--- config.mk ---
export PLATFORM = sky130hd
export DESIGN_NAME = mem_wb_stage
export DESIGN_NICKNAME = d
export VERILOG_FILES = /design/src/rtl/mem_wb_stage.sv
export SDC_FILE = /design/constraint.sdc
export NUM_CORES = 1
export LEC_CHECK = 0
export CAP_MARGIN = 20
export CELL_PAD_IN_SITES_DETAIL_PLACEMENT = 0
export CELL_PAD_IN_SITES_GLOBAL_PLACEMENT = 1
export CORE_MARGIN = 2
export CORE_UTILIZATION = 27
export DETAILED_ROUTE_END_ITERATION = 6
export PLACE_DENSITY_LB_ADDON = 0.1
export SLEW_MARGIN = 10
export SYNTH_ARGS = -nofsm -noshare
export SYNTH_HDL_FRONTEND = slang
export SYNTH_SLANG_ARGS = --single-unit
export TNS_END_PERCENT = 30
--- constraint.sdc ---
create_clock -name clk -period 1.7 [get_ports clk]
set_clock_uncertainty 0.1 [all_clocks]
set_input_delay 0.255 -clock clk [delete_from_list [all_inputs] [get_ports clk]]
set_output_delay 0.255 -clock clk [all_outputs]
set_load 0.05 [all_outputs]
--- src/rtl/mem_wb_stage.sv ---
// ---------------------------------------------------------------------------
// mem_wb_stage
//
// Memory-access stage of the 5-stage RISC-V pipeline. It takes the EX/MEM
// fields, issues word-sized load/store requests to the data cache, and tracks
// outstanding cache accesses with a two-state FSM (IDLE / WAIT). It also holds
// the MEM/WB pipeline register, picks the write-back value, and keeps
// performance counters plus a sticky misalignment flag.
//
// The whole pipeline freezes while DCACHE_stall is high. Upstream keeps the
// EX/MEM fields stable during a stall, so the cache requests stay stable too.
//
// Parameters
//   BIT_W : datapath width
//   CNT_W : width of the performance counters
//
// Ports
//   clk, rst_n       : clock; asynchronous active-low reset
//   alu_result_in    : EX/MEM ALU result / memory byte address
//   mem_wdata_in     : EX/MEM store data
//   rd_in            : EX/MEM destination register
//   PC_plus_4_in     : EX/MEM link value for jal/jalr
//   memrd_in         : EX/MEM load
//   memwr_in         : EX/MEM store
//   mem2reg_in       : EX/MEM write-back from memory
//   regwr_in         : EX/MEM register write enable
//   jump_in          : EX/MEM jal/jalr
//   DCACHE_ren       : cache read request (combinational)
//   DCACHE_wen       : cache write request (combinational)
//   DCACHE_addr      : cache word address (combinational)
//   DCACHE_wdata     : cache write data (combinational)
//   DCACHE_rdata     : cache read data, valid in the completion cycle
//   DCACHE_stall     : cache busy, pipeline freeze
//   wb_data          : MEM/WB write-back value
//   wb_rd            : MEM/WB destination register
//   wb_regwr         : MEM/WB register write enable
//   misalign         : sticky flag for a load/store with a non-word address
//   load_cnt         : completed loads (wraps)
//   store_cnt        : completed stores (wraps)
//   stall_cnt        : cycles with DCACHE_stall high (wraps)
// ---------------------------------------------------------------------------
module mem_wb_stage #(
  parameter int BIT_W = 32,
  parameter int CNT_W = 32
) (
  input  logic               clk,
  input  logic               rst_n,
  input  logic [BIT_W-1:0]   alu_result_in,
  input  logic [BIT_W-1:0]   mem_wdata_in,
  input  logic [4:0]         rd_in,
  input  logic [BIT_W-1:0]   PC_plus_4_in,
  input  logic               memrd_in,
  input  logic               memwr_in,
  input  logic               mem2reg_in,
  input  logic               regwr_in,
  input  logic               jump_in,
  output logic               DCACHE_ren,
  output logic               DCACHE_wen,
  output logic [BIT_W-3:0]   DCACHE_addr,
  output logic [BIT_W-1:0]   DCACHE_wdata,
  input  logic [BIT_W-1:0]   DCACHE_rdata,
  input  logic               DCACHE_stall,
  output logic [BIT_W-1:0]   wb_data,
  output logic [4:0]         wb_rd,
  output logic               wb_regwr,
  output logic               misalign,
  output logic [CNT_W-1:0]   load_cnt,
  output logic [CNT_W-1:0]   store_cnt,
  output logic [CNT_W-1:0]   stall_cnt
);

  typedef enum logic [0:0] {
    IDLE = 1'b0,
    WAIT = 1'b1
  } state_t;

  localparam logic [CNT_W-1:0] CNT_ONE = {{(CNT_W-1){1'b0}}, 1'b1};

  state_t            state_r;
  state_t            next_state_s;
  logic              pend_store_r;      // kind of the access parked in WAIT
  logic              pend_store_next_s;
  logic              req_s;
  logic              load_done_s;
  logic              store_done_s;
  logic              misalign_hit_s;
  logic [BIT_W-1:0]  wb_data_next_s;

  // Cache request decode; a simultaneous load+store is issued as a store only.
  always_comb begin
    DCACHE_ren   = memrd_in & ~memwr_in;
    DCACHE_wen   = memwr_in;
    DCACHE_addr  = alu_result_in[BIT_W-1:2];
    DCACHE_wdata = mem_wdata_in;
    req_s        = (memrd_in & ~memwr_in) | memwr_in;
  end

  // Misalignment detect: the access itself still goes out word-aligned.
  always_comb begin
    misalign_hit_s = 1'b0;
    if ((memrd_in | memwr_in) && (alu_result_in[1:0] != 2'b00)) begin
      misalign_hit_s = 1'b1;
    end else begin
      misalign_hit_s = 1'b0;
    end
  end

  // FSM next-state and completion decode.
  always_comb begin
    next_state_s      = state_r;
    pend_store_next_s = pend_store_r;
    load_done_s       = 1'b0;
    store_done_s      = 1'b0;
    case (state_r)
      IDLE: begin
        if (req_s) begin
          if (DCACHE_stall) begin
            // Miss: park the access and remember whether it is a store.
            next_state_s      = WAIT;
            pend_store_next_s = memwr_in;
          end else begin
            // Single-cycle hit completes right here.
            next_state_s = IDLE;
            load_done_s  = memrd_in & ~memwr_in;
            store_done_s = memwr_in;
          end
        end else begin
          // A stall without a request is only counted, never waited on.
          next_state_s = IDLE;
        end
      end
      WAIT: begin
        if (!DCACHE_stall) begin
          // Stall released: this is the completion cycle of the parked access.
          next_state_s = IDLE;
          load_done_s  = ~pend_store_r;
          store_done_s = pend_store_r;
        end else begin
          next_state_s = WAIT;
        end
      end
      default: begin
        next_state_s      = IDLE;
        pend_store_next_s = 1'b0;
      end
    endcase
  end

  // Write-back source select: memory data, then link value, then ALU result.
  always_comb begin
    wb_data_next_s = alu_result_in;
    if (mem2reg_in) begin
      wb_data_next_s = DCACHE_rdata;
    end else if (jump_in) begin
      wb_data_next_s = PC_plus_4_in;
    end else begin
      wb_data_next_s = alu_result_in;
    end
  end

  // FSM state register; reset drops any parked access without completing it.
  always_ff @(posedge clk or negedge rst_n) begin
    if (!rst_n) begin
      state_r      <= IDLE;
      pend_store_r <= 1'b0;
    end else begin
      state_r      <= next_state_s;
      pend_store_r <= pend_store_next_s;
    end
  end

  // MEM/WB pipeline register, frozen while the cache stalls.
  always_ff @(posedge clk or negedge rst_n) begin
    if (!rst_n) begin
      wb_data  <= {BIT_W{1'b0}};
      wb_rd    <= 5'd0;
      wb_regwr <= 1'b0;
    end else if (!DCACHE_stall) begin
      wb_data  <= wb_data_next_s;
      wb_rd    <= rd_in;
      wb_regwr <= regwr_in;
    end else begin
      wb_data  <= wb_data;
      wb_rd    <= wb_rd;
      wb_regwr <= wb_regwr;
    end
  end

  // Sticky misalignment flag, cleared only by reset.
  always_ff @(posedge clk or negedge rst_n) begin
    if (!rst_n) begin
      misalign <= 1'b0;
    end else if (misalign_hit_s) begin
      misalign <= 1'b1;
    end else begin
      misalign <= misalign;
    end
  end

  // Completed-load counter, free-running wrap.
  always_ff @(posedge clk or negedge rst_n) begin
    if (!rst_n) begin
      load_cnt <= {CNT_W{1'b0}};
    end else if (load_done_s) begin
      load_cnt <= load_cnt + CNT_ONE;
    end else begin
      load_cnt <= load_cnt;
    end
  end

  // Completed-store counter, free-running wrap.
  always_ff @(posedge clk or negedge rst_n) begin
    if (!rst_n) begin
      store_cnt <= {CNT_W{1'b0}};
    end else if (store_done_s) begin
      store_cnt <= store_cnt + CNT_ONE;
    end else begin
      store_cnt <= store_cnt;
    end
  end

  // Stall-cycle counter, independent of FSM state.
  always_ff @(posedge clk or negedge rst_n) begin
    if (!rst_n) begin
      stall_cnt <= {CNT_W{1'b0}};
    end else if (DCACHE_stall) begin
      stall_cnt <= stall_cnt + CNT_ONE;
    end else begin
      stall_cnt <= stall_cnt;
    end
  end

endmodule

==> results.txt <==
Leaving out fill and tap cells, the most frequent cell in the layout is sky130_fd_sc_hd__buf_4. The final count of pins violating max slew was 0. The first detailed-routing pass took 4 iterations. The final setup slack of the worst path is -0.0145 ns. The worst-case reg-to-reg path depth was 5. The overall die area was 0.0275 sq mm. Register-to-register setup slack: -0.01 ns. The number of instances in the synthesized netlist was 688. The HPWL reported at the end of detailed placement was 16,500 um.

The clock reaches the later pin of the worst-skew pair after 0.42 ns. For the number of fillers in the final layout, the log shows 2,484. Type of origin of the critical path: a register. The logs give 4 for the total setup violations reported at the end of the flow and 0 for the final-report hold violation count. Capture point of the worst reg-to-reg path: load_cnt[25]. TritonCTS built the clock tree.

Data on the critical path arrives at its endpoint at 1.95 ns. The number of antenna diodes in the final layout is 0. Tracing the worst setup path back leads to its startpoint at load_cnt[8]. Buffers inserted during clock tree synthesis total 17.

The number of different library cells used by synthesis comes to 44. The global-route wire length before repair was 34,900 um; the number of buffers on the longest clock path was 2. After detailed routing, the average wire length per cell comes to 16.2 um. Routability-driven placement finished with a final weighted congestion of 0.759. Following the worst setup path forward leads to its endpoint at load_cnt[25].

The worst path uses 101% of the clock period. The top cell types in the final layout, fill and taps aside, are sky130_fd_sc_hd__buf_4, sky130_fd_sc_hd__clkdlybuf4s50_1, sky130_fd_sc_hd__dfrtp_1. The critical path is of the reg2reg type. Detailed routing inserted a total of 6,029 vias. The finished layout holds 1,327 standard cells, fillers aside. The cell sitting at the root of the clock tree is a sky130_fd_sc_hd__clkbuf_16. Number of antenna violations at the first check in global routing: 0.

The kind of end point of the critical path was a register. The clock tree synthesis step divided the H-tree into 4 levels. The placed cell count is 1,289. The final reports fail on setup timing.

Dividing the detail-routed via count by the number of cells gives 4.54. The max-cap violation count came out at 0. The warning count from the yosys run is 0, and the starting utilization of the core area is 27.3%.

The mapped netlist covers 0.00706 sq mm. Of the cells placed in the final design, the portion with a size suffix greater than 1 is 39.2%. The count of pins on the block boundary is 340. The tools report the source of the worst register-to-register timing path as load_cnt[8]. Setup repair after global routing could not meet its margin everywhere.

For the peak supply drop, the log shows 0.573 mV. The total power draw is 11.5 mW, and the number of remaining DRC errors is 0. The flow ran to the end, but the final reports show violations. The largest net degree at the start of global routing came out at 65. The register bit count reported by yosys was 137.

The logs give 832 for the net count after synthesis and 1.94 ns for the data required time at the worst endpoint. The register clock-pin slew on the reported worst setup and hold paths works out to 0.07 ns. The vertical die dimension works out to 166 um. The maximum clock frequency came out at 583 MHz. Across every metal layer, demand over resource in global routing totals 15.7%. For the pin with the worst max-slew slack, the measured transition is 0.448 ns. Once detail routing completed, the nets flagged for antenna violations numbered 0. The routed wire length came out at 21,400 um. The power density relative to cell area was 1000 mW/mm^2; the area of the core region was 0.0258 sq mm.

In this run the tightest slew margin relative to its limit is 69.3%. The floorplan has 59 rows. Input and output buffers added on the ports amount to 275. Relative to the synthesized area, the layout overhead comes to 61.8%. Counting every sink on the clock net gives 137. The worst path needs 1.71 ns of the cycle, external delays included. For the sequential standard cell area, the log shows 0.00349 sq mm.

The multi-input combinational cells in the finished layout cover a total of 0.00318 sq mm. The floorplan step set the die width to 166 um. In this run the worst path has a maximum fanout of 8. The pre-CTS setup slack came out at -0.467 ns.

The count of routing violations after the opening detailed-route iteration was 328. In this run the worst hold path is classified as in2async. The synthesized area per cell was 10.3 sq um. The analysis attributes to cell leakage a power of 5.28 nW. The number of nets at the end of the flow was 1,123; the number of global-route vias before repair was 6,558. The logs give 48.5% for the sequential fraction of the synthesis area and 0 for the total overflow reported by the global router.
cell type report:
cell class / count / share of cell area, %
clock buffers: 20 / 3.91
clock inverters: 12 / 1.42
inverters: 7 / 0.230
multi-input cells: 450 / 27.8
flip-flops and latches: 137 / 30.6
well taps: 335 / 3.67
repair buffers: 366 / 32.4
critical path, cell delays in order (launching register included):
cell                      delay, ns
sky130_fd_sc_hd__dfrtp_2       0.36
sky130_fd_sc_hd__nand4_1       0.15
sky130_fd_sc_hd__or3_4         0.43
sky130_fd_sc_hd__buf_6         0.16
sky130_fd_sc_hd__nor4b_4       0.26
sky130_fd_sc_hd__xor2_1        0.16
where the power goes:
group	internal [mW]	switching (mW)	total (mW)
Combinational	1.46	2.20	3.66
Sequential	3.62	0.312	3.93
Clock	2.37	1.50	3.87
flip-flops by register name, indices dropped and copies added, names as in the netlist:
register / cells
state_r: 1
store_cnt: 32
stall_cnt: 32
load_cnt: 32
wb_rd: 5
wb_data: 32
pend_store_r: 1
misalign: 1
wb_regwr: 1
stage by stage:
stage          setup TNS (ns)  cell area (sq um)  hold slack, ns  utilization (%)
6_report              -0.0308              11400           0.186             44.2
5_1_grt                 -1.79              11400           0.202             44.2
4_1_cts               -0.0665              11300           0.180             43.6
3_5_place_dp           -21.59              10600          0.0606             41.0
3_3_place_gp           -19.12              10600          0.0597             41.0
2_1_floorplan           -6.92               7160          -0.141                -
logic make-up after synthesis:
group | after synthesis | share of synthesized area [%]
AOI/OAI and AO/OA | 71 | 5.23
xor gates and xnor gates | 93 | 11.5
adders and majority gates | 3 | 0.531
buffers and inverters | 101 | 9.07
DFF | 137 | 48.5
muxes | 42 | 6.11
and+or+nand+nor | 241 | 19.0
synthesized netlist by cell type, drive strengths merged:
cell type | number | share of area (%)
inv | 7 | 0.37
o211ai | 1 | 0.11
and3 | 13 | 1.2
nor2b | 3 | 0.27
nor4 | 12 | 2.2
and2 | 4 | 0.35
and3b | 1 | 0.12
a22o | 1 | 0.12
ha | 3 | 0.53
nand2 | 61 | 3.2
nand3b | 1 | 0.11
nand4b | 5 | 0.62
xor2 | 31 | 3.8
and4 | 8 | 1.0
nor2 | 47 | 2.5
buf | 79 | 7.9
clkbuf | 15 | 0.80
nand2b | 1 | 0.089
nor4b | 2 | 0.34
or3 | 2 | 0.18
nor3 | 16 | 1.2
mux2 | 9 | 1.4
o21a | 1 | 0.11
mux2i | 33 | 4.7
nor3b | 1 | 0.18
nand4 | 40 | 3.7
o22ai | 1 | 0.089
nand3 | 24 | 1.7
o21ai | 35 | 2.5
xnor2 | 62 | 7.7
a21oi | 32 | 2.3
dfrtp | 137 | 49
routing by layer:
layer  wire length (um)  vias up  part of all wire (%)  global-route usage, %
met2              11000      190                    51                   27.9
met1               8590     2891                    40                   18.2
li1                   -     2909                     -                      -
met4                293        0                   1.4                   4.35
met3               1560       39                   7.3                   5.12
met5                  0        -                     0                      0
repair_timing:
action / in CTS / in global routing
hold buffers: 1 / 0
setup buffers: 0 / 4
pin swaps: 1 / 24
gates cloned: 0 / 1
endpoints found under the setup margin: 27 / 62
hold endpoints to repair: 137 / 0
resized for setup: 9 / 30
worst min path at each step:
| stage | depth (start not counted) | startpoint | slack, ns | to |
|---|---|---|---|---|
| floorplan | 0 | rst_n | -0.14 | load_cnt[0] |
| global placement | 1 | rst_n | 0.06 | stall_cnt[22] |
| detailed placement | 1 | rst_n | 0.06 | stall_cnt[22] |
| CTS | 2 | rst_n | 0.18 | stall_cnt[22] |
| global route | 2 | rst_n | 0.20 | stall_cnt[22] |
| finish | 2 | rst_n | 0.19 | stall_cnt[22] |
Power figures use the tool's default switching activity.
